## src/rtl/cordic_rr_scheduler.sv

```systemverilog
// Round-robin front end sharing one pipelined Cordic among NREQ requesters; converts degrees to phase
// words, tracks in-flight tags and routes results back. Build option: CORDIC_SCHED_WRAP_EN.
module cordic_rr_scheduler #(
   parameter int unsigned NREQ       = 4,
   parameter int unsigned CORDIC_LAT = 16,
   parameter int unsigned TAG_W      = 3
) (
   input  logic                 CLK_50M,
   input  logic                 RST,
   input  logic [NREQ-1:0]      req_i,
   input  logic [9*NREQ-1:0]    deg_i,
   output logic [NREQ-1:0]      gnt_o,
   output logic [31:0]          Phase,
   input  logic [31:0]          cordic_sin_i,
   input  logic [31:0]          cordic_cos_i,
   output logic [NREQ-1:0]      rsp_vld_o,
   output logic [31:0]          sin_o,
   output logic [31:0]          cos_o,
   output logic                 busy_o
);

   localparam int unsigned DEG_W  = 9;
   localparam int unsigned DATA_W = 32;

   logic [NREQ-1:0]   gnt_q, gnt_d;
   logic [DATA_W-1:0] phase_q, phase_d;
   logic [NREQ-1:0]   rsp_q, rsp_d;
   logic [DATA_W-1:0] sin_q, sin_d, cos_q, cos_d;
   logic              busy_q, busy_d;
   logic [TAG_W-1:0]  ptr_q, ptr_d;
   logic [NREQ-1:0]   pend_q, pend_d;

   // Entry 0 is concurrent with Phase; entry CORDIC_LAT meets the Cordic outputs.
   logic [CORDIC_LAT:0] pipe_vld_q;
   logic [TAG_W-1:0]    pipe_tag_q [CORDIC_LAT+1];

   logic [NREQ-1:0]   elig_c;
   logic              found_c;
   logic [TAG_W-1:0]  sel_c, cand_c;
   logic [DEG_W-1:0]  deg_sel_c, deg_eff_c;
   logic              sel_oor_c, issue_c, err_c, cap_c;
   logic [TAG_W-1:0]  cap_tag_c;
`ifndef CORDIC_SCHED_WRAP_EN
   logic [NREQ-1:0]   oor_c;
`endif

   function automatic logic [NREQ-1:0] onehot(input logic [TAG_W-1:0] t);
      logic [NREQ-1:0] v;
      v = '0;
      for (int unsigned k = 0; k < NREQ; k++)
         v[k] = (t == TAG_W'(k));
      return v;
   endfunction

   function automatic logic [DATA_W-1:0] deg2phase(input logic [DEG_W-1:0] d);
      logic [1:0]       q;
      logic [DEG_W-1:0] off;
      if (d <= DEG_W'(90)) begin
         q   = 2'b00;
         off = d;
      end else if (d <= DEG_W'(180)) begin
         q   = 2'b01;
         off = d - DEG_W'(90);
      end else if (d <= DEG_W'(270)) begin
         q   = 2'b10;
         off = d - DEG_W'(180);
      end else begin
         q   = 2'b11;
         off = d - DEG_W'(270);
      end
      return {14'd0, q, 16'(off)};
   endfunction

   assign cap_c     = pipe_vld_q[CORDIC_LAT];
   assign cap_tag_c = pipe_tag_q[CORDIC_LAT];

   // Eligibility and rotating-priority search starting at ptr_q.
   always_comb begin
      elig_c = req_i & ~pend_q;
`ifndef CORDIC_SCHED_WRAP_EN
      oor_c = '0;
      for (int unsigned k = 0; k < NREQ; k++)
         oor_c[k] = (deg_i[DEG_W*k +: DEG_W] >= DEG_W'(360));
      // An out-of-range reply would collide with a pipeline result on rsp_vld_o; defer it a cycle.
      elig_c = elig_c & ~(oor_c & {NREQ{cap_c}});
`endif
      found_c = 1'b0;
      sel_c   = '0;
      cand_c  = '0;
      for (int unsigned i = 0; i < NREQ; i++) begin
         cand_c = TAG_W'((32'(ptr_q) + i) % NREQ);
         for (int unsigned k = 0; k < NREQ; k++) begin
            if (!found_c && elig_c[k] && (cand_c == TAG_W'(k))) begin
               found_c = 1'b1;
               sel_c   = cand_c;
            end
         end
      end
   end

   // Angle of the selected requester and its reduction / rejection.
   always_comb begin
      deg_sel_c = '0;
      for (int unsigned k = 0; k < NREQ; k++)
         if (sel_c == TAG_W'(k))
            deg_sel_c = deg_i[DEG_W*k +: DEG_W];
      sel_oor_c = (deg_sel_c >= DEG_W'(360));
`ifdef CORDIC_SCHED_WRAP_EN
      deg_eff_c = sel_oor_c ? (deg_sel_c - DEG_W'(360)) : deg_sel_c;
      issue_c   = found_c;
      err_c     = 1'b0;
`else
      deg_eff_c = deg_sel_c;
      issue_c   = found_c & ~sel_oor_c;
      err_c     = found_c & sel_oor_c;
`endif
   end

   // Next-state for grant, phase, pending mask and response registers.
   always_comb begin
      gnt_d   = '0;
      phase_d = phase_q;
      ptr_d   = ptr_q;
      pend_d  = pend_q;
      rsp_d   = '0;
      sin_d   = sin_q;
      cos_d   = cos_q;
      if (found_c) begin
         gnt_d = onehot(sel_c);
         ptr_d = (sel_c == TAG_W'(NREQ-1)) ? '0 : sel_c + TAG_W'(1);
      end
      if (issue_c) begin
         phase_d = deg2phase(deg_eff_c);
         pend_d  = pend_d | onehot(sel_c);
      end
      if (cap_c) begin
         rsp_d  = onehot(cap_tag_c);
         sin_d  = cordic_sin_i;
         cos_d  = cordic_cos_i;
         pend_d = pend_d & ~onehot(cap_tag_c);
      end else if (err_c) begin
         rsp_d = onehot(sel_c);
         sin_d = '1;
         cos_d = '1;
      end
      busy_d = |pend_d;
   end

   always_ff @(posedge CLK_50M) begin
      if (RST) begin
         gnt_q   <= '0;
         phase_q <= '0;
         rsp_q   <= '0;
         sin_q   <= '0;
         cos_q   <= '0;
         busy_q  <= 1'b0;
         ptr_q   <= '0;
         pend_q  <= '0;
      end else begin
         gnt_q   <= gnt_d;
         phase_q <= phase_d;
         rsp_q   <= rsp_d;
         sin_q   <= sin_d;
         cos_q   <= cos_d;
         busy_q  <= busy_d;
         ptr_q   <= ptr_d;
         pend_q  <= pend_d;
      end
   end

   // Tag pipeline tracking issued phases through the Cordic latency.
   always_ff @(posedge CLK_50M) begin
      if (RST) begin
         pipe_vld_q <= '0;
         for (int unsigned i = 0; i <= CORDIC_LAT; i++)
            pipe_tag_q[i] <= '0;
      end else begin
         pipe_vld_q    <= {pipe_vld_q[CORDIC_LAT-1:0], issue_c};
         pipe_tag_q[0] <= sel_c;
         for (int unsigned i = 1; i <= CORDIC_LAT; i++)
            pipe_tag_q[i] <= pipe_tag_q[i-1];
      end
   end

   assign gnt_o     = gnt_q;
   assign Phase     = phase_q;
   assign rsp_vld_o = rsp_q;
   assign sin_o     = sin_q;
   assign cos_o     = cos_q;
   assign busy_o    = busy_q;

endmodule

```

## config.mk

```make
export PLATFORM = sky130hd
export DESIGN_NAME = cordic_rr_scheduler
export DESIGN_NICKNAME = d
export VERILOG_FILES = /design/src/rtl/cordic_rr_scheduler.sv
export SDC_FILE = /design/constraint.sdc
export NUM_CORES = 1
export LEC_CHECK = 0
export ABC_AREA = 1
export CAP_MARGIN = 20
export CORE_UTILIZATION = 40
export DETAILED_ROUTE_END_ITERATION = 8
export PLACE_DENSITY = 0.71
export SETUP_SLACK_MARGIN = 0.3
export SYNTH_ARGS = -nofsm -noshare
export SYNTH_HDL_FRONTEND = slang
export SYNTH_SLANG_ARGS = --single-unit
```

## constraint.sdc

```tcl
create_clock -name CLK_50M -period 9.5 [get_ports CLK_50M]
set_input_delay 1.425 -clock CLK_50M [delete_from_list [all_inputs] [get_ports CLK_50M]]
set_output_delay 1.425 -clock CLK_50M [all_outputs]
set_load 0.05 [all_outputs]
```

==> After elaboration in Yosys (flattened, before gate mapping) <==
Memories as Yosys holds them, arrays and structs flattened.
Cells that the tools add are included.
{ "totals": {"register_bits": 107, "latchBits": 0, "mem_bits_rw": 51, "rom_bits": 0, "input_bits": 106, "output_inout_bits": 105, "wordCells": 197, "memories": 1} }
{ "op_classes": {"add_sub_neg": 7, "multipliers": 0, "div": 0, "n_lt_le_gt_ge": 8, "n_eq_ne": 18, "shifts": 0, "mux": 70, "bitwise": 29, "reduce_logical": 55} }
{ "memory_table": {"columns": ["memory", "depth", "word_bits", "read_ports", "rd_clocked_by_memory_dff", "wr", "line", "rtl"], "rows": [
  ["pipe_tag_q", 17, 3, 17, 0, 17, "35", "logic [TAG_W-1:0] pipe_tag_q [CORDIC_LAT+1];"]
]} }
{ "op_table": {"columns": ["op", "n"], "rows": [
  ["two-way mux 32 bit", 3],
  ["two-way mux 3 bit", 31],
  ["two-way mux 9 bit", 7],
  ["greater-or-equal comparator 9 bit (second input constant)", 5],
  ["logical AND 1 bit", 31],
  ["two-way mux 1 bit", 20],
  ["zero test 3 bit", 6],
  ["bitwise OR 1 bit", 17],
  ["AND 4 bit", 4],
  ["equality test 2 bit (second input constant)", 8],
  ["two-way mux 4 bit", 4],
  ["zero test 1 bit", 15],
  ["equality test 3 x 2 -> 1 bit (second input constant)", 4],
  ["NOT 4 bit", 3],
  ["two-way mux 2 bit", 5],
  ["<= comparator 9 x 7 -> 1 bit (second input constant)", 1],
  ["<= comparator 9 x 8 -> 1 bit (second input constant)", 1],
  ["<= comparator 9 bit (second input constant)", 1],
  ["subtractor 9 x 7 -> 9 bit (second input constant)", 1],
  ["subtractor 9 x 8 -> 9 bit (second input constant)", 1],
  ["subtractor 9 bit (second input constant)", 1],
  ["equality test 2 x 1 -> 1 bit (second input constant)", 4],
  ["equality test 3 x 1 -> 1 bit (second input constant)", 2],
  ["adder 2 x 1 -> 2 bit (second input constant)", 2],
  ["7 further kinds", 10]
]} }

==> Longest topological paths before layout <==
Gate-level depths: netlist (run 1).
{ "depth": {"depth_word": 78, "mapped_depth": 37, "depth_no_buf": 36} }

==> Worst setup path before layout (run 1) <==
No wires, ideal clock.
{ "synth_timing": {"path_type": "input-to-reg", "from": "in deg_i[5]", "to": "reg phase_q[17] (netlist: Phase[17])", "setup_ns": 0.086, "arrival_ns": 4.548, "t_required_ns": 9.414, "setup_slack_ns": 4.866, "path_stages": 33, "path_buffers": 3, "path_cell_list": "nand2_1 o21bai_1 nand2_1 nand3_1 nand2_1 nor2_2 nand2_1 nor2_1 nand3_1 nand2_1 nand2_1 nand2_1 inv_1 ha_1 buf_4 inv_2 buf_4 nor2_1 nor2_1 nand2_1 nand2_1 inv_1 ha_1 nand3_1 nand2_1 nand2_1 nand2_2 nand2_4 nand2_2 inv_2 buf_6 nor2_1 a211oi_1"} }
{ "synth_via": {"elab_chain_cells": 74, "word_cells_on_any_way": 97, "classes_between": "order compare (4); eq/ne (3); mux (38); bitwise (5); reduce/logical (47)"} }
{ "synth_rtl": {"columns": ["element", "line", "rtl"], "rows": [
  ["start: declaration", "11", "input logic [9*NREQ-1:0] deg_i,"],
  ["greater-or-equal comparator 9 bit *", "83", "oor_c[k] = (deg_i[DEG_W*k +: DEG_W] >= DEG_W'(360));"],
  ["AND 4 bit *", "85", "elig_c = elig_c & ~(oor_c & {NREQ{cap_c}});"],
  ["NOT 4 bit *", "85", null],
  ["AND 4 bit *", "85", null],
  ["logical AND 1 bit", "93", "if (!found_c && elig_c[k] && (cand_c == TAG_W'(k))) begin"],
  ["two-way mux 1 bit", "93", null],
  ["zero test 1 bit", "93", null],
  ["logical AND 1 bit (2 in series)", "93", null],
  ["[56 not listed]", null, null],
  ["two-way mux 3 bit *", "93", null],
  ["via sel_c[0]", "39", "logic [TAG_W-1:0] sel_c, cand_c;"],
  ["zero test 3 bit", "105", "if (sel_c == TAG_W'(k))"],
  ["two-way mux 9 bit (3 in series)", "105", null],
  ["two-way mux 9 bit *", "105", null],
  ["<= comparator 9 x 8 -> 1 bit or greater-or-equal comparator 9 bit (tied branches)", "61, 107", null],
  ["two-way mux 2 bit or NOT 1 bit (tied branches)", "61, 114", null],
  ["two-way mux 2 bit or AND 1 bit (tied branches)", "58, 114", null],
  ["end signal: assignment", "161", "phase_q <= phase_d;"],
  ["end: declaration", "26", "logic [DATA_W-1:0] phase_q, phase_d;"]
]} }
The timed path passes the listed nets; every way through them passes the cells marked *.
A chain may end at the register's enable or synchronous reset.

==> Worst setup path in the final report (run 1) <==
{ "layout_timing": {"from": "in deg_i[6]", "to": "reg cos_q[23] (netlist: cos_o[23])"} }
{ "layout_via": {"elab_chain_cells": 74, "word_cells_on_any_way": 93, "classes_between": "order compare (2); eq/ne (3); mux (36); bitwise (4); reduce/logical (48)"} }
{ "layout_rtl": {"columns": ["element", "line", "rtl"], "rows": [
  ["greater-or-equal comparator 9 bit *", "83", null],
  ["AND 4 bit *", "85", null],
  ["NOT 4 bit *", "85", null],
  ["AND 4 bit *", "85", null],
  ["logical AND 1 bit", "93", null],
  ["two-way mux 1 bit", "93", null],
  ["zero test 1 bit", "93", null],
  ["logical AND 1 bit (2 in series)", "93", null],
  ["[56 not listed]", null, null],
  ["two-way mux 3 bit *", "93", null],
  ["via sel_c[1]", "39", null],
  ["zero test 3 bit", "105", null],
  ["two-way mux 9 bit (3 in series)", "105", null],
  ["two-way mux 9 bit *", "105", null],
  ["greater-or-equal comparator 9 bit *", "107", "sel_oor_c = (deg_sel_c >= DEG_W'(360));"],
  ["AND 1 bit *", "115", "err_c = found_c & sel_oor_c;"],
  ["nonzero test 2 bit (no source line) *", null, null],
  ["end signal: assignment", "164", "cos_q <= cos_d;"],
  ["end: declaration", "28", "logic [DATA_W-1:0] sin_q, sin_d, cos_q, cos_d;"]
]} }
Marks and branches as above.

==> results of run 1 <==
==> tightest hold or removal path: stages (launching register included) <==
cell and delay (ns):
dfxtp_1 0.29, inv_1 0.04, nor2_1 0.03
==> kinds of logic after synthesis <==
group | share of synthesized area, %
and+or+nand+nor | 26.69
buffers and inverters | 15.36
DFF | 43.47
AOI/OAI and AO/OA | 10.69
adders and majority gates | 3.468
xor gates and xnor gates | 0.2698
other | 0.05775
==> worst max-delay path by stage <==
stage | endpoint | slack (ns) | from | depth (start not counted)
3_3_place_gp | cos_o[23] | 3.52 | deg_i[3] | 30
6_report | cos_o[23] | 3.81 | deg_i[6] | 30
2_1_floorplan | Phase[17] | 4.87 | deg_i[5] | 33
5_1_grt | cos_o[23] | 3.32 | deg_i[15] | 32
3_5_place_dp | sin_o[2] | 3.45 | deg_i[6] | 30
4_1_cts | cos_o[23] | 3.83 | deg_i[6] | 30
==> layout make-up <==
type	instances	share of cell area, %
flip-flops and latches	141	31.48
multi-input cells	591	30.65
repair buffers	192	21.32
inverters	167	6.990
clock buffers	18	4.786
well taps	216	3.014
clock inverters	14	1.758
==> cells in the final DEF (no fill, tap or decap), drive strengths merged <==
master           n
nor2           238
clkdlybuf4s50  188
inv            173
dfxtp          141
nand2          123
o21ai           84
nand3           58
a21oi           27
conb            21
ha              18
clkbuf          18
o211ai           5
buf              4
o21bai           3
nand4            3
nand3b           3
clkinvlp         3
a211oi           3
clkinv           3
xor2             2
bufinv           2
o221ai           1
or2              1
o22ai            1
==> flip-flops by register name, summed over array words and instances (netlist names) <==
register,flops
rsp_vld_o,4
busy_o,1
ptr_q,2
pend_q,4
pipe_tag_q,34
gnt_o,4
sin_o,32
cos_o,32
pipe_vld_q,17
Phase,11
==> layer usage <==
metal,vias up,routed length [um],GRT usage [%]
met1,2670,7697,26.45
met2,192,7739,32.35
met5,-,0,0
met4,0,185,5.130
li1,3144,-,-
met3,13,1059,6.276
==> through the flow <==
stage,hold WS [ns],util [%],instance area [um^2],std cells,setup WS [ns]
2_1_floorplan,0.3883,-,6569,956,4.866
3_3_place_gp,0.3893,52.76,8381,1307,3.519
3_5_place_dp,0.3925,52.76,8381,1307,3.454
4_1_cts,0.4001,56.45,8967,1339,3.835
5_1_grt,0.4099,56.45,8967,1339,3.321
6_report,0.3968,56.45,8967,1339,3.806
==> results.md, run 1 <==
- Status: completed
- Max Clock Skew: 0.01071 ns
- Final WL: ~17 mm
- # hold bufs at CTS: 0
- Top_reg_cell synth: dfxtp_1
- Tot GR Track Use: 20.21%
- First-pass iteration count of the detailed router: 5
- Synth top cells by count: nor2_1 (237), inv_1 (159), dfxtp_1 (141)
- Die W: about 130 um
- Dpl hpwl: 11.81 mm
- Number of H-tree levels: 4
- IO Pins: 211
- Layout net count: 1234
- Crit Path Max Fanout: 64
- Top cell by count, worst path: nand2_1
- Slew Viols, Final: 0
- Worst reg2reg path startpoint: ptr_q[0]
- Cell variety after synth: 34
- Max incr delay on CP: 0.50 ns
- Crit. End Element: register
- HP Start: pipe_tag_q[0][22]
- Slew headroom: 28.38%
- Period utilisation layout: 59.94%
- Largest net degree at the start of global routing: 110
- Area leader, netlist: dfxtp_1
- Post-synth EDFFs: 0
- IO buf count: between 150 and 200
- R2R cell count: 28
- 1st-iter DRT viols: 451
- Post-DR vias/cell: about 4.5
- Min-delay worst type: register to register
- Highest Clock Rate: about 180 MHz
- Final setup vio count: 0
- Clock sink count: 141
- Buf+Inv Stages, Crit Path: 6
- Clock latency on the worst-skew pair: 0.41 ns
- R2R setup slack: 4.79 ns
- Worst Setup Start Kind: input pin
- Initial antenna violation count: 0
- Number of CTS-inserted buffers: 17
- N_diodes: 0
- Final hold vios: 0
- Routed length per placed instance: between 10 and 15 um
- Share of the synthesized area in the top cell type: 43.47%
- Clock slew at reported path FFs: 0.06 ns
- Hold-critical path depth: 2
- Ratio of cells with drive above 1 in the final layout: approximately 5.6%
- Routed via count: 6019
- RSZ-0062 raised after global routing: false
- Syn. warnings: 0
- Setup CP Type: input pin to register
- Worst Path Arrival: 6.05 ns
- Dominant cells by area after synthesis: dfxtp_1 (43%), nor2_1 (14%), inv_1 (9.2%)
- First-pass GRT wire length: roughly 27 mm
- Asr flop ratio synth: 0%
- DIE AREA: 0.01675 mm^2
- Initial core utilization: 40.88%
- Gr ovfl total: 0
- Synthesis-stage register bit count: 141
- TritonCTS clock tree: yes
- Most frequent cell after synthesis: nor2_1
- FF+latch area: 0.002823 mm^2
- Setup TNS: 0 ns
- Syn Std Cell Area: 0.006494 mm^2
- CTS Buffer Depth: 2
- Post-cts sizing count: 0
- # DRC: 0
- Worst Max-Slew Pin Slew: 1.074 ns
- Layout fillers: 1523
- Detail Route Antenna Nets: 0
- CTS Root Cell: clkbuf_16
- End of the worst hold path: pipe_tag_q[0][25]
- Sequential area share after synthesis: 43.47%
- Die Ht: 129.4 um
- RD Place Congestion: 0.9069
- Syn Area/Cell: 6.938 um^2
- Delay-heaviest family, CP: simple AND/OR/NAND/NOR gates
- CP max stage cell: clkdlybuf4s50_1
- Req. time, crit path: 9.85 ns
- Number of max-cap violations: 0
- Fin crit period: 5.694 ns
- Area growth syn-to-layout: 38.09%
- Core area: 0.01589 mm^2
- Post-Synthesis Cells: 936
- Number of global-route vias before repair: 5450
- # rows: 46
- Multi-input gate area: roughly 0.0027 mm^2
- Setup Buffers After CTS: 0
- RR Endpoint: cos_o[23]
Power of run 1 is not shown: default switching activity piles up to over one toggle a cycle in this logic, so the estimate is an artifact.
==> run 2, diff against run 1 <==
- clock period: 9.5 -> 5.45 ns (I/O delays scaled with it)
==> run 2 against run 1 <==
Net effect: critical path depth grew 2; non-clock buffer count increased by 5; global-route usage increased by 0.50 points; wire length grew 2.1%; first-iteration DRC count shrank 3.1%; die area unchanged; via count rose by 1.1%; worst hold slack better by 0.0016 ns; flip-flop and latch count did not move; count of clock-buffer cells in the layout unchanged.
==> results.md, run 2 (synthesis results as in run 1) <==
- Status: completed (unchanged)
- DIE AREA: 0.01675 mm^2 (unchanged)
- Number of H-tree levels: 4 (unchanged)
- Core area: 0.01589 mm^2 (unchanged)
- Final hold vios: 0 (unchanged)
- Initial core utilization: 40.88% (unchanged)
- Largest register FFs: 34 (unchanged)
- Final setup vio count: 0 (unchanged)
- Number of global-route vias before repair: 5639 (was 5450)
- R2R setup slack: 1.22 ns (was 4.79 ns)
- Req. time, crit path: 5.77 ns (was 9.85 ns)
- TritonCTS clock tree: yes (unchanged)
- Routed via count: 6087 (was 6019)
- Max incr delay on CP: 0.50 ns (about the same)
- Dpl hpwl: 12.00 mm (was 11.81 mm)
- Post-cts sizing count: 0 (unchanged)
- Number of max-cap violations: 0 (unchanged)
- N_diodes: 0 (unchanged)
- Highest Clock Rate: ~220 MHz
- RD Place Congestion: 0.9196 (was 0.9069)
- Clock latency on the worst-skew pair: 0.42 ns (was 0.41 ns)
- Min-delay worst type: register to register (unchanged)
- Top cell by count, worst path: nand2_1 (unchanged)
- Slew headroom: 47.98% (was 28.38%)
- Post-DR vias/cell: 4.532 (was 4.495)
- Setup Buffers After CTS: 0 (unchanged)
- Area growth syn-to-layout: 39.44% (was 38.09%)
- Layout net count: 1239 (was 1234)
- # DRC: 0 (unchanged)
- First-pass GRT wire length: 27.18 mm (was 26.65 mm)
- IO buf count: 189 (unchanged)
- Die W: 129.4 um (unchanged)
- Crit. End Element: register (unchanged)
- Number of CTS-inserted buffers: 17 (unchanged)
- First-pass iteration count of the detailed router: 6 (was 5)
- Tot GR Track Use: 20.72% (was 20.21%)
- Ratio of cells with drive above 1 in the final layout: 6.211% (was 5.610%)
- Gr ovfl total: 0 (unchanged)
- Reg with most FFs: pipe_tag_q (unchanged)
- Period utilisation layout: 83.95%
- # hold bufs at CTS: 0 (unchanged)
- Layout fillers: 1527 (was 1523)
- Clock sink count: 141 (unchanged)
- RSZ-0062 raised after global routing: false (unchanged)
- Clock slew at reported path FFs: 0.06 ns (about the same)
- Initial antenna violation count: 0 (unchanged)
- Final WL: 17.03 mm (was 16.68 mm)
- Commonest non-fill, non-tap cells in the layout: nor2_1 (237), clkdlybuf4s50_1 (188), inv_1 (158) (was nor2_1 (237), clkdlybuf4s50_1 (188), inv_1 (159))
- Setup CP Type: input pin to register (unchanged)
- # rows: 46 (unchanged)
- Routed length per placed instance: 12.68 um (was 12.46 um)
- CTS Buffer Depth: 2 (unchanged)
- Die Ht: 129.4 um (unchanged)
- Largest net degree at the start of global routing: 78 (was 110)
- Detail Route Antenna Nets: 0 (unchanged)
- CP max stage cell: clkdlybuf4s50_1 (unchanged)
- IO Pins: 211 (unchanged)
- Worst hold slack: 0.3984 ns (was 0.3968 ns)
- Crit Path Max Fanout: 17 (was 64)
- 1st-iter DRT viols: 437 (was 451)
- Leading cell type in the layout, fill and taps excluded: nor2_1 (unchanged)
- Slew Viols, Final: 0 (unchanged)
- Setup TNS: 0 ns (unchanged)
- Worst Path Arrival: 4.89 ns (was 6.05 ns)
- Max Clock Skew: 0.01179 ns (was 0.01071 ns)
- CTS Root Cell: clkbuf_16 (unchanged)
- Worst Max-Slew Pin Slew: 0.7803 ns (was 1.074 ns)
- Fin crit period: 4.575 ns
- Worst Setup Start Kind: input pin (unchanged)
==> run 2: cell count changes in the layout (fill, tap and decap cells not counted) <==
cell        previous run  this run
buf_12                 0         1
buf_4                  4         8
bufinv_16              2         4
clkinv_2               1         3
clkinvlp_4             3         2
ha_1                  18        16
ha_2                   0         2
inv_1                159       158
inv_6                  6         3
==> run 2: cell type report <==
class                      count  area, um^2  share of cell area, %
clock buffer                  18       429.2                  4.740
clock inverter                13       188.9                  2.086
timing repair buffer         197        1962                  21.67
sequential                   141        2823                  31.17
inverter                     167       628.1                  6.937
multi-input combinational    591        2754                  30.41
tap                          216       270.3                  2.985
==> run 2: path summary, 6_finish.rpt <==
path,startpoint,endpoint,cells after the start
worst max-delay path,deg_i[30],Phase[4],32
worst max register to register,pipe_vld_q[16],Phase[4],30
worst min register to register,pipe_tag_q[0][42],pipe_tag_q[0][45],2
worst min-delay path,pipe_tag_q[0][42],pipe_tag_q[0][45],2
==> run 2: routing by layer <==
layer / track usage, % / share of wire [%]
met5: 0 / 0
met4: 7.866 / 2.0
met3: 5.987 / 6.9
met2: 33.27 / 46
met1: 26.31 / 45
==> run 2: per-stage QoR <==
stage	util [%]	area, um^2	setup WS (ns)	cells
2_1_floorplan	-	6569	1.424	956
3_3_place_gp	53.07	8431	0.4928	1312
3_5_place_dp	53.07	8431	0.3117	1312
4_1_cts	56.96	9049	0.7314	1343
5_1_grt	57.00	9055	0.3259	1343
6_report	57.00	9055	0.8750	1343
==> run 2: critical path: cells and delay by family <==
| kind | cells | cell delay, ns |
|---|---|---|
| simple gates | 24 | 2.34 |
| fa+ha+maj | 2 | 0.55 |
| compound gates | 1 | 0.16 |
| buf+inv | 5 | 1.01 |
Power of run 2 is left out for the same reason.
